[src/rtl/mc_control_fsm.sv]
// rtl/mc_control_fsm.sv - multicycle MIPS control unit (Moore FSM)
//
// Sequences the shared ALU, the unified instruction/data memory port, the
// register file and the PC of a multicycle MIPS datapath. The FSM decodes
// op/funct from the instruction register and stalls memory states on memReady.
//
// Optional feature macro: MC_CONTROL_BNE_EN (adds bne through the BEQEX state).
//
// Ports:
//   clk        - system clock, rising edge
//   reset      - asynchronous active-high reset, forces FETCH
//   op         - instruction[31:26]
//   funct      - instruction[5:0]
//   zero       - ALU zero flag
//   memReady   - memory completes the current access this cycle
//   memAccess  - memory request strobe
//   memWrite   - memory write enable
//   irWrite    - instruction register load enable
//   iorD       - memory address select (0 PC, 1 ALUOut)
//   regDst     - write register select (0 rt, 1 rd)
//   memToReg   - write data select (0 ALUOut, 1 Data)
//   regWrite   - register file write enable
//   aluSrcA    - ALU operand A select (0 PC, 1 A)
//   aluSrcB    - ALU operand B select (00 B, 01 4, 10 SignImm, 11 SignImm<<2)
//   aluControl - ALU operation code
//   pcSrc      - next-PC select (00 ALUResult, 01 ALUOut, 10 jump target)
//   pcEn       - PC load enable
//   state      - current state, for debug

module mc_control_fsm #(
    parameter int STATE_W = 4
) (
    input  logic               clk,
    input  logic               reset,
    input  logic [5:0]         op,
    input  logic [5:0]         funct,
    input  logic               zero,
    input  logic               memReady,
    output logic               memAccess,
    output logic               memWrite,
    output logic               irWrite,
    output logic               iorD,
    output logic               regDst,
    output logic               memToReg,
    output logic               regWrite,
    output logic               aluSrcA,
    output logic [1:0]         aluSrcB,
    output logic [2:0]         aluControl,
    output logic [1:0]         pcSrc,
    output logic               pcEn,
    output logic [STATE_W-1:0] state
);

    typedef enum logic [STATE_W-1:0] {
        FETCH   = STATE_W'(0),
        DECODE  = STATE_W'(1),
        MEMADR  = STATE_W'(2),
        MEMRD   = STATE_W'(3),
        MEMWB   = STATE_W'(4),
        MEMWR   = STATE_W'(5),
        RTYPEEX = STATE_W'(6),
        RTYPEWB = STATE_W'(7),
        BEQEX   = STATE_W'(8),
        ADDIEX  = STATE_W'(9),
        ADDIWB  = STATE_W'(10),
        JEX     = STATE_W'(11)
    } state_t;

    // Opcodes
    localparam logic [5:0] OP_RTYPE = 6'b000000;
    localparam logic [5:0] OP_LW    = 6'b100011;
    localparam logic [5:0] OP_SW    = 6'b101011;
    localparam logic [5:0] OP_BEQ   = 6'b000100;
    localparam logic [5:0] OP_ADDI  = 6'b001000;
    localparam logic [5:0] OP_J     = 6'b000010;
`ifdef MC_CONTROL_BNE_EN
    localparam logic [5:0] OP_BNE   = 6'b000101;
`endif

    // R-type funct codes
    localparam logic [5:0] FN_ADD = 6'b100000;
    localparam logic [5:0] FN_SUB = 6'b100010;
    localparam logic [5:0] FN_AND = 6'b100100;
    localparam logic [5:0] FN_OR  = 6'b100101;
    localparam logic [5:0] FN_SLT = 6'b101010;

    // ALU operation codes
    localparam logic [2:0] ALU_ADD  = 3'b010;
    localparam logic [2:0] ALU_SUBT = 3'b110;
    localparam logic [2:0] ALU_AND  = 3'b000;
    localparam logic [2:0] ALU_OR   = 3'b001;
    localparam logic [2:0] ALU_SLT  = 3'b111;

    state_t state_q;
    state_t state_d;
    logic [2:0] rtype_alu;

    assign state = state_q;

    // Outputs decode straight from state_q, so an asynchronous reset drops any
    // write enable in the same cycle without waiting for a clock edge.
    always_ff @(posedge clk or posedge reset) begin
        if (reset) begin
            state_q <= FETCH;
        end else begin
            state_q <= state_d;
        end
    end

    always_comb begin
        rtype_alu = ALU_ADD;
        case (funct)
            FN_ADD:  rtype_alu = ALU_ADD;
            FN_SUB:  rtype_alu = ALU_SUBT;
            FN_AND:  rtype_alu = ALU_AND;
            FN_OR:   rtype_alu = ALU_OR;
            FN_SLT:  rtype_alu = ALU_SLT;
            default: rtype_alu = ALU_ADD;
        endcase
    end

    always_comb begin
        state_d    = FETCH;
        memAccess  = 1'b0;
        memWrite   = 1'b0;
        irWrite    = 1'b0;
        iorD       = 1'b0;
        regDst     = 1'b0;
        memToReg   = 1'b0;
        regWrite   = 1'b0;
        aluSrcA    = 1'b0;
        aluSrcB    = 2'b00;
        aluControl = 3'b000;
        pcSrc      = 2'b00;
        pcEn       = 1'b0;

        case (state_q)
            FETCH: begin
                // PC+4 and the IR load both commit only when the fetch completes.
                memAccess  = 1'b1;
                aluSrcB    = 2'b01;
                aluControl = ALU_ADD;
                irWrite    = memReady;
                pcEn       = memReady;
                state_d    = memReady ? DECODE : FETCH;
            end
            DECODE: begin
                // Branch target precomputed into ALUOut while decoding.
                aluSrcB    = 2'b11;
                aluControl = ALU_ADD;
                case (op)
                    OP_LW,
                    OP_SW:    state_d = MEMADR;
                    OP_RTYPE: state_d = RTYPEEX;
                    OP_BEQ:   state_d = BEQEX;
`ifdef MC_CONTROL_BNE_EN
                    OP_BNE:   state_d = BEQEX;
`endif
                    OP_ADDI:  state_d = ADDIEX;
                    OP_J:     state_d = JEX;
                    default:  state_d = FETCH;
                endcase
            end
            MEMADR: begin
                aluSrcA    = 1'b1;
                aluSrcB    = 2'b10;
                aluControl = ALU_ADD;
                if (op == OP_LW) begin
                    state_d = MEMRD;
                end else if (op == OP_SW) begin
                    state_d = MEMWR;
                end else begin
                    state_d = FETCH;
                end
            end
            MEMRD: begin
                memAccess = 1'b1;
                iorD      = 1'b1;
                state_d   = memReady ? MEMWB : MEMRD;
            end
            MEMWB: begin
                regWrite = 1'b1;
                memToReg = 1'b1;
                regDst   = 1'b0;
                state_d  = FETCH;
            end
            MEMWR: begin
                // memWrite is held through stalls; memory commits on memReady.
                memAccess = 1'b1;
                memWrite  = 1'b1;
                iorD      = 1'b1;
                state_d   = memReady ? FETCH : MEMWR;
            end
            RTYPEEX: begin
                aluSrcA    = 1'b1;
                aluSrcB    = 2'b00;
                aluControl = rtype_alu;
                state_d    = RTYPEWB;
            end
            RTYPEWB: begin
                regWrite = 1'b1;
                regDst   = 1'b1;
                memToReg = 1'b0;
                state_d  = FETCH;
            end
            BEQEX: begin
                aluSrcA    = 1'b1;
                aluSrcB    = 2'b00;
                aluControl = ALU_SUBT;
                pcSrc      = 2'b01;
`ifdef MC_CONTROL_BNE_EN
                // bne shares this state with the branch sense inverted.
                pcEn       = zero ^ (op == OP_BNE);
`else
                pcEn       = zero;
`endif
                state_d    = FETCH;
            end
            ADDIEX: begin
                aluSrcA    = 1'b1;
                aluSrcB    = 2'b10;
                aluControl = ALU_ADD;
                state_d    = ADDIWB;
            end
            ADDIWB: begin
                regWrite = 1'b1;
                regDst   = 1'b0;
                memToReg = 1'b0;
                state_d  = FETCH;
            end
            JEX: begin
                pcSrc   = 2'b10;
                pcEn    = 1'b1;
                state_d = FETCH;
            end
            default: begin
                // Unused encodings: all outputs low, recover to FETCH.
                state_d = FETCH;
            end
        endcase
    end

endmodule

[config.mk]
export PLATFORM = sky130hd
export DESIGN_NAME = mc_control_fsm
export DESIGN_NICKNAME = d
export VERILOG_FILES = /design/src/rtl/mc_control_fsm.sv
export SDC_FILE = /design/constraint.sdc
export NUM_CORES = 1
export LEC_CHECK = 0
export CAP_MARGIN = 30
export CORE_MARGIN = 2
export CORE_UTILIZATION = 39
export DETAILED_ROUTE_END_ITERATION = 7
export MAX_ROUTING_LAYER = met4
export PLACE_DENSITY = 0.85
export RECOVER_POWER = 50
export SLEW_MARGIN = 5
export SYNTH_ARGS = -nofsm -noshare
export SYNTH_HDL_FRONTEND = slang
export SYNTH_SLANG_ARGS = --single-unit
export TNS_END_PERCENT = 5
[constraint.sdc]
create_clock -name clk -period 2.2 [get_ports clk]
set_input_delay 0.55 -clock clk [delete_from_list [all_inputs] [get_ports clk]]
set_output_delay 0.55 -clock clk [all_outputs]
set_load 0.1 [all_outputs]
==> impl_metrics.toml, run 1 <==
[logic_synthesis]
synth_area_um2 = 585.6
ys_seq_area_frac = 0.1709
synth_top_family_by_area = "simple AND/OR/NAND/NOR gates"
synth_adder_area_share = 0
synth-compound-area-share = 0.2585
yosysWarnings = 0
synth_edf_count = 0
synthXorXnorAreaFrac = 0.04487
ys_seq_elements = 4
ys.flop_type = "dfrtp_1"
synth_mux_area_frac = 0.01709
async_flop_share = 1.000
synthCells = 84
syn_area_per_cell_um2 = 6.971
synth_nets = 100
yosys.area_share.simple = 0.4487
ys_types = 33

[placed_design]
io_buffers = 35
place_congestion = 0.8297

[run_status]
error = "[ERROR DPL-0038] Utilization greater than 100%, impossible to legalize"
failing_step = "detailed placement (3_5_place_dp)"
status = "aborted with a tool error"

[floorplan]
rows = 13
ios = 36
die_h_um = 42.75
initial_core_util = 0.4337
fp.dieW_um = 42.75
-- per-stage QoR --
stage | hold WS, ns | cells | TNS [ns] | setup WS [ns]
global placement | 0.6079 | 140 | -0.4456 | -0.1514
floorplan | 0.3160 | 84 | -5.342 | -0.5767
-- cell families after synthesis --
group,Yosys count
xor+xnor,3
buf+inv,8
compound gates,23
mux,1
simple gates,45
flops,4
-- synthesized netlist by cell type, types with 2 or more instances --
cell	count	area, um^2
a211o_1	2	17.52
a21oi_1	7	35.03
nand2_1	2	7.510
nor3_1	9	45.04
a21o_1	2	15.01
nor2_1	10	37.54
nand2b_1	7	43.79
xor2_1	2	17.52
o21a_1	3	22.52
inv_1	2	7.510
o21ai_1	2	10.01
buf_2	4	20.02
o21ai_0	2	10.01
dfrtp_1	4	100.1
nor3b_1	2	15.01
clkbuf_1	2	7.510
nor2b_1	6	37.54
==> run 2: changes to the inputs <==
CORE_AREA = 2 2 63 65   (was not set)
CORE_MARGIN = not set   (was 2)
CORE_UTILIZATION = not set   (was 39)
DIE_AREA = 0 0 65 67   (was not set)
MAX_ROUTING_LAYER = not set   (was met4)
PLACE_DENSITY = not set   (was 0.85)
PLACE_DENSITY_LB_ADDON = 0.15   (was not set)
==> run 2 against run 1 <==
Against the previous run: the run now ends clean; synthesized area unchanged; synthesized cell count unchanged.
==> impl_metrics.toml, run 2 <==
[run_status]
status = "completed"

[detailed_routing]
avgViaCountPerCell = 4.417
post_drt_wl_per_cell_um = 12.40
vias = 773
drt_iter0_drc = 7
drc = 0
ant_nets = 0
first_pass_iters = 4
wl_um = 2170

[floorplan]
ios = 36
fp.dieW_um = 65
initial_core_util = 0.1624
die-area_mm2 = 0.004355
die_h_um = 67
rows = 22
fp.coreArea_mm2 = 0.003606

[sta]
hold_violations = 0
slew_viol_final = 0
fmax_mhz = 463.8
relSlewSlack = 0.7840
tightest_slew_ns = 0.3241
setup_viol = 0
hold_ws_ns = 0.6439
layout_min_cycle_time_ns = 2.156
rsz0062_at_grt = "true"
setup_tns_ns = 0
fin_skew_ns = 0.002867
fin_crit_sh = 0.9801

[finish]
final_cell_mix = "20 x buf_12, 11 x buf_4, 8 x clkdlybuf4s50_1"
final_common_cell = "buf_12"
diodes = 0
nFillCells = 360
ff_latch_area_um2 = 110.1
nets = 145
multi_input_area_um2 = 636.9
fin_util = 0.4108
largest_reg_flops = 4
areaGrowthSynthToFinish_pct = 153.0
finalInstanceArea_mm2 = 0.001481
drive_gt1_frac = 0.5197

[grt]
grt_usage = 0.1099
grt_max_degree = 15
antenna_found_initial = 0
grt_pass1_wl_um = 3726
grt_pass1_vias = 837
grt-ovfl-total = 0

[critical_path]
end_kind = "output pin"
cpLargestDelayFamily = "flip-flops"
cp_slowest_cell = "dfrtp_4"
crit_fanout = 14
crit_required_ns = 1.65
timing.rr.end = "state[2]"
r2r_setup_slack_ns = 0.50
rr_startpoint = "state[3]"
cp.depth = 4
slowest_delay_ns = 0.55
crit_chain = "nand2b_4, nor3_4, a211o_4, buf_12"
worstSetupPathType = "reg2out"
worstPathArrival_ns = 1.61
reg2reg_depth = 4
crit_path_start_kind = "register"
critPathBufInv = 1

[logic_synthesis]
async_flop_share = 1.000
synth_area_leaders = "dfrtp_1 17%, nor3_1 7.7%, nand2b_1 7.5%"
ys_seq_elements = 4
ys_types = 33
yosysWarnings = 0
synth_most_common_cell = "nor2_1"
syn_area_per_cell_um2 = 6.971
ys_top_cells_by_count = "10 x nor2_1, 9 x nor3_1, 7 x a21oi_1, 7 x nand2b_1, 6 x nor2b_1"
synth_area_um2 = 585.6
synth_nets = 100
ys_seq_area_frac = 0.1709
ys.flop_type = "dfrtp_1"
yosysTopAreaCell = "dfrtp_1"
yosys.area.top_type_share = 0.1709
synth_edf_count = 0
synthCells = 84

[clock_network]
tritoncts = "done"
clock_latency_ns = 0.21
cts_buffers = 3
ctsHoldBuffers = 0
clockRootBuffer = "clkbuf_8"
cts_sinks = 4
clock_path_buffers = 2
htree_levels = 1
clk_pin_slew_ns = 0.03

[worst_hold_path]
whs_path_depth = 1
min_to = "state[3]"
hold_class = "reg2reg"
hp-start = "state[2]"

[power]
p_per_area_mw_per_mm2 = 461.9
p_leak_nw = 0.5559
ir_drop_uv = 181.9

[run]
max_cap_viol_count = 0

[placed_design]
dp_hpwl_um = 1727
io_buffers = 35
place_congestion = 0.7511
postPlaceCellArea_mm2 = 0.001390
[run 2: what timing repair did]
| item | 4_1_cts | 5_1_grt |
|---|---|---|
| buffers inserted | 0 | 0 |
| pin swaps | 5 | 2 |
| setup endpoints to repair | 6 | 5 |
| gates resized for setup | 14 | 2 |
[run 2: cell type report]
class | instances | area share
clock buffer | 3 | 0.02787
inverter | 2 | 0.005068
multi-input combinational | 72 | 0.4299
sequential | 4 | 0.07432
tap | 48 | 0.04054
timing repair buffer | 46 | 0.4223
[run 2: per-stage QoR]
step           setup slack [ns]   power, W  instances
5_1_grt                -0.03487  0.0007170        175
2_1_floorplan           -0.5767  0.0003639         84
3_3_place_gp            -0.1839  0.0005296        172
3_5_place_dp            -0.1998  0.0005320        172
6_report                0.04374  0.0006843        175
4_1_cts                0.005868  0.0006912        175
[run 2: how the worst max path moves through the flow]
stage	from	slack [ns]	end
floorplan	state[3]	-0.58	pcEn
global placement	funct[2]	-0.18	aluControl[1]
detailed placement	funct[2]	-0.20	aluControl[1]
CTS	state[2]	0.006	memAccess
global route	state[2]	-0.03	pcEn
finish	state[2]	0.04	pcEn
[run 2: worst reg2reg max path, stage by stage, from the launching register on]
cell and delay [ns]:
dfrtp_4 0.50, buf_4 0.18, or4_4 0.56, nor4_2 0.20, a221o_1 0.19
[run 2: cells by family (layout without fill, tap and decap cells)]
group	after synthesis	in the layout	synth area share
multiplexers	1	1	0.01709
AO/OA/AOI/OAI	23	23	0.2586
flip-flops	4	4	0.1709
XOR/XNOR	3	3	0.04488
buffers and inverters	8	51	0.05984
AND/OR/NAND/NOR	45	45	0.4487
[run 2: routing by layer]
metal,up-vias,share of wire,global-route usage
li1,391,-,-
met1,351,0.40,0.1256
met2,29,0.52,0.2062
met3,2,0.073,0.02027
met4,0,0.0055,0.03191
met5,-,0,0
[run 2: report_power, final]
group / switching, W / internal [W] / leakage (nW)
Sequential: 0.00000544 / 0.0000799 / 0.0474
Combinational: 0.000278 / 0.000171 / 0.487
Clock: 0.0000333 / 0.000116 / 0.0216
Total: 0.000317 / 0.000367 / 0.556
Note: power is estimated with default switching activity, not from simulation.
